===== config.mk =====
export PLATFORM = sky130hd
export DESIGN_NAME = mcast_router
export DESIGN_NICKNAME = d
export VERILOG_FILES = /design/src/rtl/mcast_router.sv
export SDC_FILE = /design/constraint.sdc
export NUM_CORES = 1
export LEC_CHECK = 0
export BUFFER_PORTS_ARGS = -buffer_cell sky130_fd_sc_hd__buf_4
export CORE_UTILIZATION = 35
export CTS_BUF_LIST = sky130_fd_sc_hd__clkbuf_8
export DETAILED_ROUTE_END_ITERATION = 8
export PLACE_DENSITY = 0.62
export REMOVE_ABC_BUFFERS = 1
export SLEW_MARGIN = 20
export SYNTH_ARGS = -nofsm -noshare
export SYNTH_HDL_FRONTEND = slang
export SYNTH_SLANG_ARGS = --single-unit

===== constraint.sdc =====
create_clock -name clk -period 2.8 [get_ports clk]
set_input_delay 0.42 -clock clk [delete_from_list [all_inputs] [get_ports clk]]
set_output_delay 0.42 -clock clk [all_outputs]
set_load 0.01 [all_outputs]

===== src/rtl/mcast_router.sv =====
// mcast_router: per-column multicaster with three tag-filtered FIFO channels, a kernel-window
// counter and a PE-enable FSM. Define MCAST_BROADCAST_EN to accept MSB-tagged broadcast beats.

module mcast_fifo #(
   parameter int W          = 16,
   parameter int IW         = 2,
   parameter int FIFO_DEPTH = 4
) (
   input  logic          clk,
   input  logic          rst_n,
   input  logic          flush,
   input  logic [IW-1:0] id,
   input  logic [IW:0]   tag,
   input  logic [W-1:0]  b2m_data,
   input  logic          b2m_valid,
   output logic          b2m_ready,
   output logic [W-1:0]  m2p_data,
   output logic          m2p_valid,
   input  logic          m2p_ready,
   output logic          push
);
   localparam int AW = $clog2(FIFO_DEPTH);
   localparam logic [AW:0] PTR_ONE = {{AW{1'b0}}, 1'b1};

   logic [AW:0]  wr_ptr, rd_ptr;
   logic [W-1:0] mem [FIFO_DEPTH];
   logic         match, full, empty, pop;

`ifdef MCAST_BROADCAST_EN
   assign match = (tag == {1'b0, id}) || tag[IW];
`else
   assign match = (tag == {1'b0, id});
`endif

   assign empty     = (wr_ptr == rd_ptr);
   assign full      = (wr_ptr[AW] != rd_ptr[AW]) && (wr_ptr[AW-1:0] == rd_ptr[AW-1:0]);
   // beats for other columns are acknowledged and dropped so the shared bus never stalls
   assign b2m_ready = rst_n && !flush && (!match || !full);
   assign push      = b2m_valid && b2m_ready && match;
   assign m2p_valid = !empty;
   assign pop       = m2p_valid && m2p_ready && !flush;
   assign m2p_data  = empty ? '0 : mem[rd_ptr[AW-1:0]];

   always_ff @(posedge clk or negedge rst_n) begin
      if (!rst_n) begin
         wr_ptr <= '0;
         rd_ptr <= '0;
      end else if (flush) begin
         wr_ptr <= '0;
         rd_ptr <= '0;
      end else begin
         if (push) wr_ptr <= wr_ptr + PTR_ONE;
         if (pop)  rd_ptr <= rd_ptr + PTR_ONE;
      end
   end

   always_ff @(posedge clk) begin
      if (push) mem[wr_ptr[AW-1:0]] <= b2m_data;
   end
endmodule

module mcast_router #(
   parameter int  DATA_WIDTH = 16,
   parameter int  NUM_COL    = 4,
   parameter int  FIFO_DEPTH = 4,
   localparam int IW         = $clog2(NUM_COL)
) (
   input  logic                    clk,
   input  logic                    rst_n,
   input  logic [IW-1:0]           id,
   input  logic [IW:0]             ifmap_tag,
   input  logic [DATA_WIDTH-1:0]   ifmap_b2m_data,
   input  logic                    ifmap_b2m_valid,
   output logic                    ifmap_b2m_ready,
   output logic [DATA_WIDTH-1:0]   ifmap_m2p_data,
   output logic                    ifmap_m2p_valid,
   input  logic                    ifmap_m2p_ready,
   input  logic [IW:0]             fltr_tag,
   input  logic [DATA_WIDTH-1:0]   fltr_b2m_data,
   input  logic                    fltr_b2m_valid,
   output logic                    fltr_b2m_ready,
   output logic [DATA_WIDTH-1:0]   fltr_m2p_data,
   output logic                    fltr_m2p_valid,
   input  logic                    fltr_m2p_ready,
   input  logic [IW:0]             psum_tag,
   input  logic [2*DATA_WIDTH-1:0] psum_b2m_data,
   input  logic                    psum_b2m_valid,
   output logic                    psum_b2m_ready,
   output logic [2*DATA_WIDTH-1:0] psum_m2p_data,
   output logic                    psum_m2p_valid,
   input  logic                    psum_m2p_ready,
   input  logic                    flush,
   input  logic [7:0]              kernel_size,
   output logic                    pe_en,
   output logic                    win_done
);
   typedef enum logic {IDLE, BUSY} state_t;

   state_t     state;
   logic [7:0] win_cnt;
   logic       ifmap_push, fltr_push, psum_push;
   logic       any_valid, any_push, ifmap_hs;

   mcast_fifo #(.W(DATA_WIDTH), .IW(IW), .FIFO_DEPTH(FIFO_DEPTH)) u_ifmap (
      .clk(clk), .rst_n(rst_n), .flush(flush), .id(id), .tag(ifmap_tag),
      .b2m_data(ifmap_b2m_data), .b2m_valid(ifmap_b2m_valid), .b2m_ready(ifmap_b2m_ready),
      .m2p_data(ifmap_m2p_data), .m2p_valid(ifmap_m2p_valid), .m2p_ready(ifmap_m2p_ready),
      .push(ifmap_push)
   );

   mcast_fifo #(.W(DATA_WIDTH), .IW(IW), .FIFO_DEPTH(FIFO_DEPTH)) u_fltr (
      .clk(clk), .rst_n(rst_n), .flush(flush), .id(id), .tag(fltr_tag),
      .b2m_data(fltr_b2m_data), .b2m_valid(fltr_b2m_valid), .b2m_ready(fltr_b2m_ready),
      .m2p_data(fltr_m2p_data), .m2p_valid(fltr_m2p_valid), .m2p_ready(fltr_m2p_ready),
      .push(fltr_push)
   );

   mcast_fifo #(.W(2*DATA_WIDTH), .IW(IW), .FIFO_DEPTH(FIFO_DEPTH)) u_psum (
      .clk(clk), .rst_n(rst_n), .flush(flush), .id(id), .tag(psum_tag),
      .b2m_data(psum_b2m_data), .b2m_valid(psum_b2m_valid), .b2m_ready(psum_b2m_ready),
      .m2p_data(psum_m2p_data), .m2p_valid(psum_m2p_valid), .m2p_ready(psum_m2p_ready),
      .push(psum_push)
   );

   assign any_valid = ifmap_m2p_valid || fltr_m2p_valid || psum_m2p_valid;
   assign any_push  = ifmap_push || fltr_push || psum_push;
   assign ifmap_hs  = ifmap_m2p_valid && ifmap_m2p_ready && !flush;

   always_ff @(posedge clk or negedge rst_n) begin
      if (!rst_n) begin
         state <= IDLE;
         pe_en <= 1'b0;
      end else if (flush) begin
         state <= IDLE;
         pe_en <= 1'b0;
      end else begin
         case (state)
            IDLE: if (any_valid) begin
               state <= BUSY;
               pe_en <= 1'b1;
            end
            BUSY: if (!any_valid && !any_push) begin
               state <= IDLE;
               pe_en <= 1'b0;
            end
            default: begin
               state <= IDLE;
               pe_en <= 1'b0;
            end
         endcase
      end
   end

   // a zero kernel size parks the window counter so win_done never fires
   always_ff @(posedge clk or negedge rst_n) begin
      if (!rst_n) begin
         win_cnt  <= '0;
         win_done <= 1'b0;
      end else if (flush) begin
         win_cnt  <= '0;
         win_done <= 1'b0;
      end else begin
         win_done <= 1'b0;
         if (kernel_size == 8'd0) begin
            win_cnt <= '0;
         end else if (ifmap_hs) begin
            if (win_cnt == kernel_size - 8'd1) begin
               win_cnt  <= '0;
               win_done <= 1'b1;
            end else begin
               win_cnt <= win_cnt + 8'd1;
            end
         end
      end
   end
endmodule


==> results.json, run 1 <==
{
  "peakVddDrop_mv": 0.320,
  "seqCellArea_um2": 8410,
  "period_share_pct": 92.5,
  "p_per_area_nw_per_um2": 573,
  "grt.total_usage_pct": 14.1,
  "layout-drive-gt1-share_pct": 36.0,
  "finalNetCount": 970,
  "status": "complete, no violations",
  "synth_edf_count": 256,
  "initial_utilization_pct": 35.9,
  "ys_seq_elements": 285,
  "synth_ff_type": "edfxtp_1",
  "crit_path_top_delay_cell": "mux4_2",
  "slew_headroom_pct": 59.6,
  "area_growth_pct": 25.0,
  "grt_max_degree": 36,
  "tns_ns": 0,
  "num_antenna_cells": 0,
  "p_sw_share_pct": 21.6,
  "combPwrFrac_pct": 4.8,
  "worstPathMaxFanout": 18,
  "cts_root_buf": "clkbuf_8",
  "crit_type": "reg2out",
  "cap_violations": 0,
  "setup_violations": 0,
  "grt_antenna_before_repair": 0,
  "clockBufferDepth": 3,
  "synth_area_per_cell_um2": 18.5,
  "ys_async_sr_fraction_pct": 10.2,
  "hold_violations": 0,
  "end_kind": "output port",
  "place.gp.congestion": 0.718,
  "drt_wl_total_um": 23700,
  "rsz0062_at_grt": "false",
  "cts.sinks": 285,
  "drt_pre_antenna_iters": 6,
  "holdWs_ns": 0.0489,
  "fmax_mhz": 386,
  "netlist_area_um2": 11800,
  "multi_input_area_um2": 3170,
  "grt_pass1_vias": 6697,
  "critPathArrivalTime_ns": 2.17,
  "clock_latency_ns": 0.58,
  "yosysUniqueCellTypes": 50,
  "htreeDepth": 2,
  "final-max-slew-violation-count": 0,
  "dp_slack_ns": 0.351,
  "hold_class": "in2reg",
  "p_leak_nw": 5.35,
  "vias": 6357,
  "core_area_um2": 32800,
  "tightest_slew_ns": 0.602,
  "io_buffers": 163,
  "n_fill_cell": 2897,
  "power.share.sequential_pct": 55.3,
  "routed_via_density": 4.76,
  "overflow": 0,
  "fp.dieW_um": 185,
  "route.detailed.drc": 0,
  "drt_iter0_drc": 315,
  "required_ns": 2.38,
  "intPower_mw": 6.60,
  "syn-instance-count": 634,
  "cts_tree": "done",
  "ant_nets": 0,
  "yosysWarnings": 0,
  "fin_ws_ns": 0.210,
  "net-switching-power_mw": 1.82,
  "finClkSkew_ns": 0.0348,
  "cts_inserted_buffers": 49,
  "critPathMostFrequentCell": "buf_4",
  "power_frac_clock_pct": 39.9,
  "rows": 66,
  "hpwlAfterDp_um": 14800,
  "cts.clk_slew.worst_paths_ns": 0.06,
  "ys_seq_area_share_pct": 71.5,
  "die-area_um2": 34300,
  "startpoint_type": "flip-flop",
  "critical_path.cell_chain": "buf_4 > mux4_2 > and2_1 > buf_4",
  "p_total_mw": 8.42,
  "cp_slowest_stage_delay_ns": 0.55,
  "wl_per_cell_um": 17.7,
  "chipHeight_um": 185,
  "ios": 164,
  "period_minus_slack_ns": 2.59,
  "grt_pass1_wl_um": 36500
}
==> power by group through the flow <==
stage | sequential [mW] | combinational, mW | clock (mW)
floorplan | 4.76 | 0.129 | 0
global placement | 4.74 | 0.386 | 0
detailed placement | 4.74 | 0.392 | 0
CTS | 4.66 | 0.411 | 3.48
global route | 4.66 | 0.444 | 3.70
finish | 4.66 | 0.402 | 3.36
==> cell type report <==
| class | count | area share, % |
|---|---|---|
| clock buffer | 49 | 4.59 |
| clock inverter | 36 | 1.39 |
| inverter | 15 | 0.383 |
| multi-input combinational | 305 | 21.5 |
| sequential | 285 | 57.2 |
| tap | 442 | 3.76 |
| timing repair buffer | 204 | 11.1 |
==> logic make-up (layout without fill, tap and decap cells) <==
kind of cell	after synthesis	in the layout	share of synthesized area, %
DFF	285	285	71.5
and+or+nand+nor	146	146	7.25
muxes	68	68	12.6
buffers and inverters	44	304	1.56
xor gates and xnor gates	40	40	2.98
AOI/OAI and AO/OA	33	33	2.16
adders and majority gates	18	18	1.92
==> worst paths after layout <==
| check | slack [ns] | start | end | cells after the start |
|---|---|---|---|---|
| hold reg to reg | 0.49 | state$_DFF_PN0_ | pe_en$_DFFE_PN0P_ | 1 |
| hold / removal | 0.05 | psum_b2m_data[11] | u_psum.mem[3][11]$_DFFE_PP_ | 1 |
| min in group asynchronous | 0.44 | rst_n | win_cnt[6]$_DFFE_PN0P_ | 3 |
| setup reg to reg | 0.74 | win_cnt[4]$_DFFE_PN0P_ | win_cnt[3]$_DFFE_PN0P_ | 5 |
| max in group asynchronous | 2.06 | rst_n | u_psum.rd_ptr[0]$_DFFE_PN0P_ | 3 |
| setup / recovery | 0.21 | u_fltr.rd_ptr[0]$_DFFE_PN0P_ | fltr_m2p_data[11] | 4 |
==> metal layers <==
layer | wire length, um | track usage [%] | up-vias | share of wire (%)
met4 | 434 | 4.53 | 0 | 1.8
met2 | 11300 | 23.1 | 171 | 48
met1 | 10500 | 18.6 | 3217 | 44
met5 | 0 | 0 | - | 0
li1 | - | - | 2928 | -
met3 | 1410 | 3.36 | 41 | 6.0
==> Yosys cell counts (2+ instances only) <==
cell	n	area, um2
o2111ai_1	3	26.3
a311oi_1	2	17.5
o21ai_0	4	20.0
and2_1	54	338
nand3b_1	5	37.5
clkbuf_1	15	56.3
a21oi_1	8	40.0
a41oi_1	2	17.5
mux2i_1	4	40.0
edfxtp_1	256	7690
nand3_1	4	20.0
and3_1	12	75.1
nor2b_1	16	100
nand4_1	2	12.5
nor3_1	14	70.1
nand2b_1	3	18.8
mux4_2	64	1440
inv_1	15	56.3
xnor2_1	16	140
ha_1	18	225
xor2_1	24	210
nor2_1	20	75.1
buf_2	12	60.1
nand2_1	7	26.3
dfrtp_1	29	726
==> flip-flops by register name, indices dropped and copies added, names as in the netlist <==
name            cells
u_fltr.wr_ptr       3
u_psum.rd_ptr       3
u_ifmap.rd_ptr      3
win_done            1
u_fltr.mem         64
pe_en               1
u_ifmap.wr_ptr      3
win_cnt             8
u_psum.mem        128
u_ifmap.mem        64
state               1
u_psum.wr_ptr       3
u_fltr.rd_ptr       3
==> placed cells by master, fill, tap and decap left out, types with 5 or more instances in the layout <==
cell type	count
clkbuf_8	49
dfrtp_1	28
clkinv_1	10
nor3_1	13
xnor2_1	16
and3_1	12
and2_1	54
dlygate4sd3_1	15
nor2b_1	16
buf_4	184
clkinv_2	8
mux4_2	64
buf_12	5
a21oi_1	8
nor2_1	20
xor2_1	24
inv_1	29
nand2_1	7
nand3b_1	5
edfxtp_1	256
ha_1	18
==> metrics by stage <==
step                util (%)  instance area [um2]  std cells
global placement        41.7                13700       1236
finish                  44.8                14700       1336
detailed placement      41.7                13700       1236
global route            44.8                14700       1336
floorplan                  -                11600        605
CTS                     44.8                14700       1336
==> worst max-delay path: cells and delay by family, from the launching register on <==
| kind | cells | cell delay [ns] |
|---|---|---|
| DFF | 1 | 0.37 |
| and+or+nand+nor | 1 | 0.19 |
| buffers and inverters | 2 | 0.51 |
| muxes | 1 | 0.55 |
==> what timing repair did <==
| action | CTS | global route |
|---|---|---|
| gates resized for setup | 0 | 0 |
| hold buffers | 15 | 0 |
| buffers inserted | 0 | 0 |
| endpoints found under the hold margin | 82 | 0 |
| endpoints found under the setup margin | 0 | 0 |
Note: power is estimated with default switching activity, not from simulation.
==> run 2: changes to the inputs <==
--- a/config.mk
+++ b/config.mk
@@ -7,7 +7,6 @@
 export LEC_CHECK = 0
 export BUFFER_PORTS_ARGS = -buffer_cell sky130_fd_sc_hd__buf_4
 export CORE_UTILIZATION = 35
-export CTS_BUF_LIST = sky130_fd_sc_hd__clkbuf_8
 export DETAILED_ROUTE_END_ITERATION = 8
 export PLACE_DENSITY = 0.62
 export REMOVE_ABC_BUFFERS = 1
==> run 2 against run 1 <==
  * Combinational power decreased by 4%
  * Maximum frequency decreased by 0.65%
  * Sequential power about the same
  * Clock-buffer cell count decreased by 14
  * Utilization about the same
  * Global-route usage decreased by 0.30 points
  * Design area about the same
  * Non-clock buffer count decreased by 14
  * Clock power increased by 19%
  * Hold slack improved by 0.012 ns
  * Sequential cell count unchanged
  * Total power increased by 7.2%
  * Critical path type unchanged
  * Largest power group unchanged
  * Highest routed layer unchanged
==> results.json, run 2 (synthesized netlist as in run 1, its figures left out) <==
{
  "status": "complete, no violations",
  "holdPathStages": 1,
  "num_antenna_cells": 0,
  "rsz0062_at_grt": "false",
  "ios": 164,
  "reg2reg_to": "u_ifmap.mem[3][0]$_DFFE_PP_",
  "place.gp.congestion": 0.718,
  "largest_reg_flops": 128,
  "route.detailed.drc": 0,
  "setup_violations": 0,
  "period_minus_slack_ns": 2.61,
  "cp_slowest_stage_delay_ns": 0.55,
  "cts_root_buf": "clkbuf_16",
  "clockBufferDepth": 3,
  "p_total_mw": 9.03,
  "finClkSkew_ns": 0.0118,
  "die-area_um2": 34300,
  "critical_path.cell_chain": "buf_4 > mux4_2 > and2_1 > buf_4",
  "grt_pass1_wl_um": 36100,
  "worstPathMaxFanout": 18,
  "grt.total_usage_pct": 13.8,
  "fp.dieW_um": 185,
  "routed_via_density": 4.78,
  "grt_antenna_before_repair": 0,
  "reg2reg_slack_ns": 0.73,
  "grt_max_degree": 36,
  "cts_inserted_buffers": 31,
  "drt_iter0_drc": 393,
  "peakVddDrop_mv": 0.438,
  "core_area_um2": 32800,
  "r2r_cells": 5,
  "layout_commonest_cell": "edfxtp_1",
  "area_growth_pct": 24.9,
  "io_buffers": 163,
  "hpwlAfterDp_um": 14800,
  "crit_path_top_delay_cell": "mux4_2",
  "p_leak_nw": 5.27,
  "clock_latency_ns": 0.55,
  "end_kind": "output port",
  "p_per_area_nw_per_um2": 615,
  "period_share_pct": 93.1,
  "critPathArrivalTime_ns": 2.19,
  "final-max-slew-violation-count": 0,
  "drt_pre_antenna_iters": 4,
  "min_from": "psum_b2m_data[13]",
  "startpoint_type": "flip-flop",
  "cts_tree": "done",
  "required_ns": 2.38,
  "hold_violations": 0,
  "finalNetCount": 938,
  "initial_utilization_pct": 35.9,
  "overflow": 0,
  "rows": 66,
  "crit_type": "reg2out",
  "wl_per_cell_um": 18.1,
  "ant_nets": 0,
  "hold_class": "in2reg",
  "n_fill_cell": 2876,
  "fmax_mhz": 384,
  "reg2reg_from": "u_ifmap.wr_ptr[0]$_DFFE_PN0P_",
  "cts.clk_slew.worst_paths_ns": 0.06,
  "vias": 6191,
  "tightest_slew_ns": 0.591,
  "critPathMostFrequentCell": "buf_4",
  "drt_wl_total_um": 23400,
  "chipHeight_um": 185,
  "tns_ns": 0,
  "slew_headroom_pct": 60.3,
  "cts.sinks": 285,
  "final_util_pct": 44.8,
  "layoutNonFillerInstCount": 1294,
  "dp.cells": 1236,
  "layout-drive-gt1-share_pct": 36.4,
  "layout_common_cells": "256 x edfxtp_1, 184 x buf_4, 64 x mux4_2, 54 x and2_1, 31 x clkbuf_16",
  "min_to": "u_psum.mem[2][13]$_DFFE_PP_",
  "htreeDepth": 1,
  "cap_violations": 0,
  "ctsResizeCount": 0,
  "grt_pass1_vias": 6522
}
-- run 2: cell types whose count changed in the layout (fill, tap and decap cells not counted), sizes merged --
cell	previous run	this run
clkbuf	49	35
dlygate4sd3	15	1
inv	31	19
clkinv	19	11
clkinvlp	0	4
bufinv	1	3
-- run 2: routing by layer --
metal / vias to the layer above / part of all wire [%] / track usage, % / routed length, um
li1: 2866 / - / - / -
met1: 3145 / 44 / 18.3 / 10300
met2: 154 / 49 / 23.3 / 11400
met3: 26 / 5.7 / 2.73 / 1340
met4: 0 / 1.5 / 3.37 / 344
met5: - / 0 / 0 / 0
-- run 2: worst max-delay path, delay by kind of cell, from the launching register on --
kind | cells | cell delay (ns)
multiplexers | 1 | 0.55
buffers and inverters | 2 | 0.51
flip-flops | 1 | 0.38
AND/OR/NAND/NOR | 1 | 0.19
-- run 2: metrics by stage --
stage	hold slack [ns]	instance area [um2]	setup WS [ns]
finish	0.0612	14700	0.193
detailed placement	0.467	13700	0.351
floorplan	0.124	11600	-0.731
CTS	0.0315	14700	0.151
global placement	0.447	13700	0.393
global route	0.0355	14700	0.0691
-- run 2: how the worst max path moves through the flow --
stage | start | endpoint | slack [ns] | depth (start not counted)
after detailed placement | kernel_size[0] | win_cnt[3]$_DFFE_PN0P_ | 0.35 | 8
final | u_fltr.rd_ptr[0]$_DFFE_PN0P_ | fltr_m2p_data[11] | 0.19 | 4
after global placement | kernel_size[0] | win_cnt[3]$_DFFE_PN0P_ | 0.39 | 8
after floorplan | u_psum.rd_ptr[0]$_DFFE_PN0P_ | u_psum.mem[3][0]$_DFFE_PP_ | -0.73 | 3
after CTS | u_fltr.rd_ptr[0]$_DFFE_PN0P_ | fltr_m2p_data[11] | 0.15 | 4
after global routing | u_fltr.rd_ptr[0]$_DFFE_PN0P_ | fltr_m2p_data[11] | 0.07 | 4
-- run 2: final cells by class --
class	instances	area, um2	share of cell area, %
inverters	15	56.3	0.383
repair buffers	190	1490	10.1
flip-flops and latches	285	8410	57.3
well taps	442	553	3.76
clock inverters	22	220	1.50
clock buffers	35	791	5.38
multi-input cells	305	3170	21.6
-- run 2: repair_timing --
action	in CTS	in global routing
endpoints found under the hold margin	29	0
hold buffers	1	0
buffers inserted	0	0
-- run 2: report_power, final --
| group | leakage, nW | internal [mW] | total, mW | switching [mW] |
|---|---|---|---|---|
| combinational | 2.08 | 0.195 | 0.387 | 0.191 |
| clock | 0.487 | 2.33 | 3.99 | 1.66 |
| sequential | 2.70 | 4.65 | 4.66 | 0.00815 |
| total | 5.27 | 7.17 | 9.03 | 1.86 |
==> run 3: changes to the inputs <==
--- a/config.mk
+++ b/config.mk
@@ -8,7 +8,6 @@
 export BUFFER_PORTS_ARGS = -buffer_cell sky130_fd_sc_hd__buf_4
 export CORE_UTILIZATION = 35
 export DETAILED_ROUTE_END_ITERATION = 8
-export PLACE_DENSITY = 0.62
 export REMOVE_ABC_BUFFERS = 1
 export SLEW_MARGIN = 20
 export SYNTH_ARGS = -nofsm -noshare
==> run 3 against run 2 <==
  * Setup slack better by 0.032 ns
  * Combinational power increased by 1%
  * Global-route usage shrank 0.063 points
  * Die area is the same
  * Largest power group unchanged
  * Via count is 1.1% lower
==> results.json, run 3 (synthesized netlist as in run 1, its figures left out) <==
{
  "grt_pass1_wl_um": 35800,
  "fp.dieW_um": 185,
  "setup_violations": 0,
  "critical_path.cell_chain": "buf_4 > mux4_2 > and2_1 > buf_4",
  "fmax_mhz": 388,
  "crit_path_top_delay_cell": "mux4_2",
  "grt_max_degree": 36,
  "reg2reg_from": "u_psum.wr_ptr[0]$_DFFE_PN0P_",
  "cp_slowest_stage_delay_ns": 0.57,
  "critPathMostFrequentCell": "buf_4",
  "slew_headroom_pct": 55.9,
  "dp_slack_ns": 0.310,
  "min_from": "ifmap_b2m_data[2]",
  "ios": 164,
  "clock_latency_ns": 0.56,
  "core_area_um2": 32800,
  "hold_violations": 0,
  "crit_type": "reg2out",
  "fin_ws_ns": 0.225,
  "die-area_um2": 34300,
  "p_total_mw": 9.01,
  "grt_antenna_before_repair": 1,
  "routed_via_density": 4.72,
  "rows": 66,
  "route.detailed.drc": 0,
  "cts.sinks": 285,
  "crit_start": "u_fltr.rd_ptr[0]$_DFFE_PN0P_",
  "cp_num_buf_inv": 2,
  "drt_wl_total_um": 23500,
  "hold_class": "in2reg",
  "hpwlAfterDp_um": 14700,
  "largest_reg_flops": 128,
  "seqCellArea_um2": 8410,
  "ctsResizeCount": 0,
  "period_minus_slack_ns": 2.58,
  "n_fill_cell": 2872,
  "p_per_area_nw_per_um2": 613,
  "chipHeight_um": 185,
  "initial_utilization_pct": 35.9,
  "layout_common_cells": "256 x edfxtp_1, 185 x buf_4, 64 x mux4_2, 54 x and2_1, 31 x clkbuf_16",
  "grt.total_usage_pct": 13.8,
  "worstPathMaxFanout": 18,
  "peakVddDrop_mv": 0.477,
  "p_leak_nw": 5.27,
  "critPathArrivalTime_ns": 2.16,
  "area_growth_pct": 25.0,
  "tightest_slew_ns": 0.658,
  "layout-drive-gt1-share_pct": 36.3,
  "grt_pass1_vias": 6253,
  "startpoint_type": "flip-flop",
  "final_util_pct": 44.8,
  "required_ns": 2.38,
  "cts.clk_slew.worst_paths_ns": 0.06,
  "finalNetCount": 939,
  "wl_per_cell_um": 18.1,
  "io_buffers": 163,
  "status": "complete, no violations",
  "place.gp.congestion": 0.764,
  "end_kind": "output port",
  "drt_pre_antenna_iters": 4,
  "cap_violations": 0,
  "path_delay_family": "multiplexers",
  "cts_inserted_buffers": 31,
  "htreeDepth": 1,
  "period_share_pct": 92.0,
  "overflow": 0,
  "vias": 6120,
  "ant_nets": 0,
  "cts_root_buf": "clkbuf_16",
  "layout_commonest_cell": "edfxtp_1",
  "finClkSkew_ns": 0.0126,
  "clockBufferDepth": 3,
  "cts_tree": "done",
  "multi_input_area_um2": 3170,
  "rsz0062_at_grt": "false",
  "drt_iter0_drc": 273,
  "final-max-slew-violation-count": 0
}
## run 3: where the power goes
group	switching [mW]	internal (mW)	total, mW
Clock	1.64	2.32	3.97
Sequential	0.00674	4.65	4.66
Combinational	0.194	0.197	0.391
## run 3: through the flow
step / area [um2] / hold slack [ns] / setup TNS (ns) / instances
2_1_floorplan: 11600 / 0.124 / -99.84 / 605
3_3_place_gp: 13700 / 0.455 / 0 / 1235
3_5_place_dp: 13700 / 0.458 / 0 / 1235
4_1_cts: 14700 / 0.0194 / 0 / 1294
5_1_grt: 14700 / 0.0250 / 0 / 1296
6_report: 14700 / 0.0540 / 0 / 1297
## run 3: area by class of cell
type / count / share of cell area, %
diodes: 1 / 0.0170
clock buffers: 37 / 5.43
clock inverters: 21 / 1.41
inverters: 15 / 0.383
multi-input cells: 305 / 21.6
flip-flops and latches: 285 / 57.2
well taps: 442 / 3.76
repair buffers: 191 / 10.2
## run 3: final timing paths
check	end	slack, ns	cells past startpoint
max in group asynchronous	u_psum.rd_ptr[0]$_DFFE_PN0P_	2.09	3
worst max register to register	u_psum.mem[0][13]$_DFFE_PP_	0.67	4
worst min register to register	pe_en$_DFFE_PN0P_	0.47	1
min in group asynchronous	u_ifmap.rd_ptr[1]$_DFFE_PN0P_	0.41	3
worst max-delay path	fltr_m2p_data[14]	0.22	4
worst min-delay path	u_ifmap.mem[2][2]$_DFFE_PP_	0.05	1
## run 3: metal layers
layer / global-route usage (%) / part of all wire, % / wire, um / up-vias
met5: 0 / 0 / 0 / -
met1: 18.1 / 43 / 10000 / 3071
met4: 3.21 / 1.6 / 387 / 0
li1: - / - / - / 2876
met2: 22.9 / 49 / 11600 / 141
met3: 3.44 / 6.5 / 1540 / 32
## run 3: what timing repair did
action	4_1_cts	5_1_grt
setup buffers	0	2
hold endpoints to repair	29	0
endpoints found under the setup margin	0	9
hold buffers	1	0
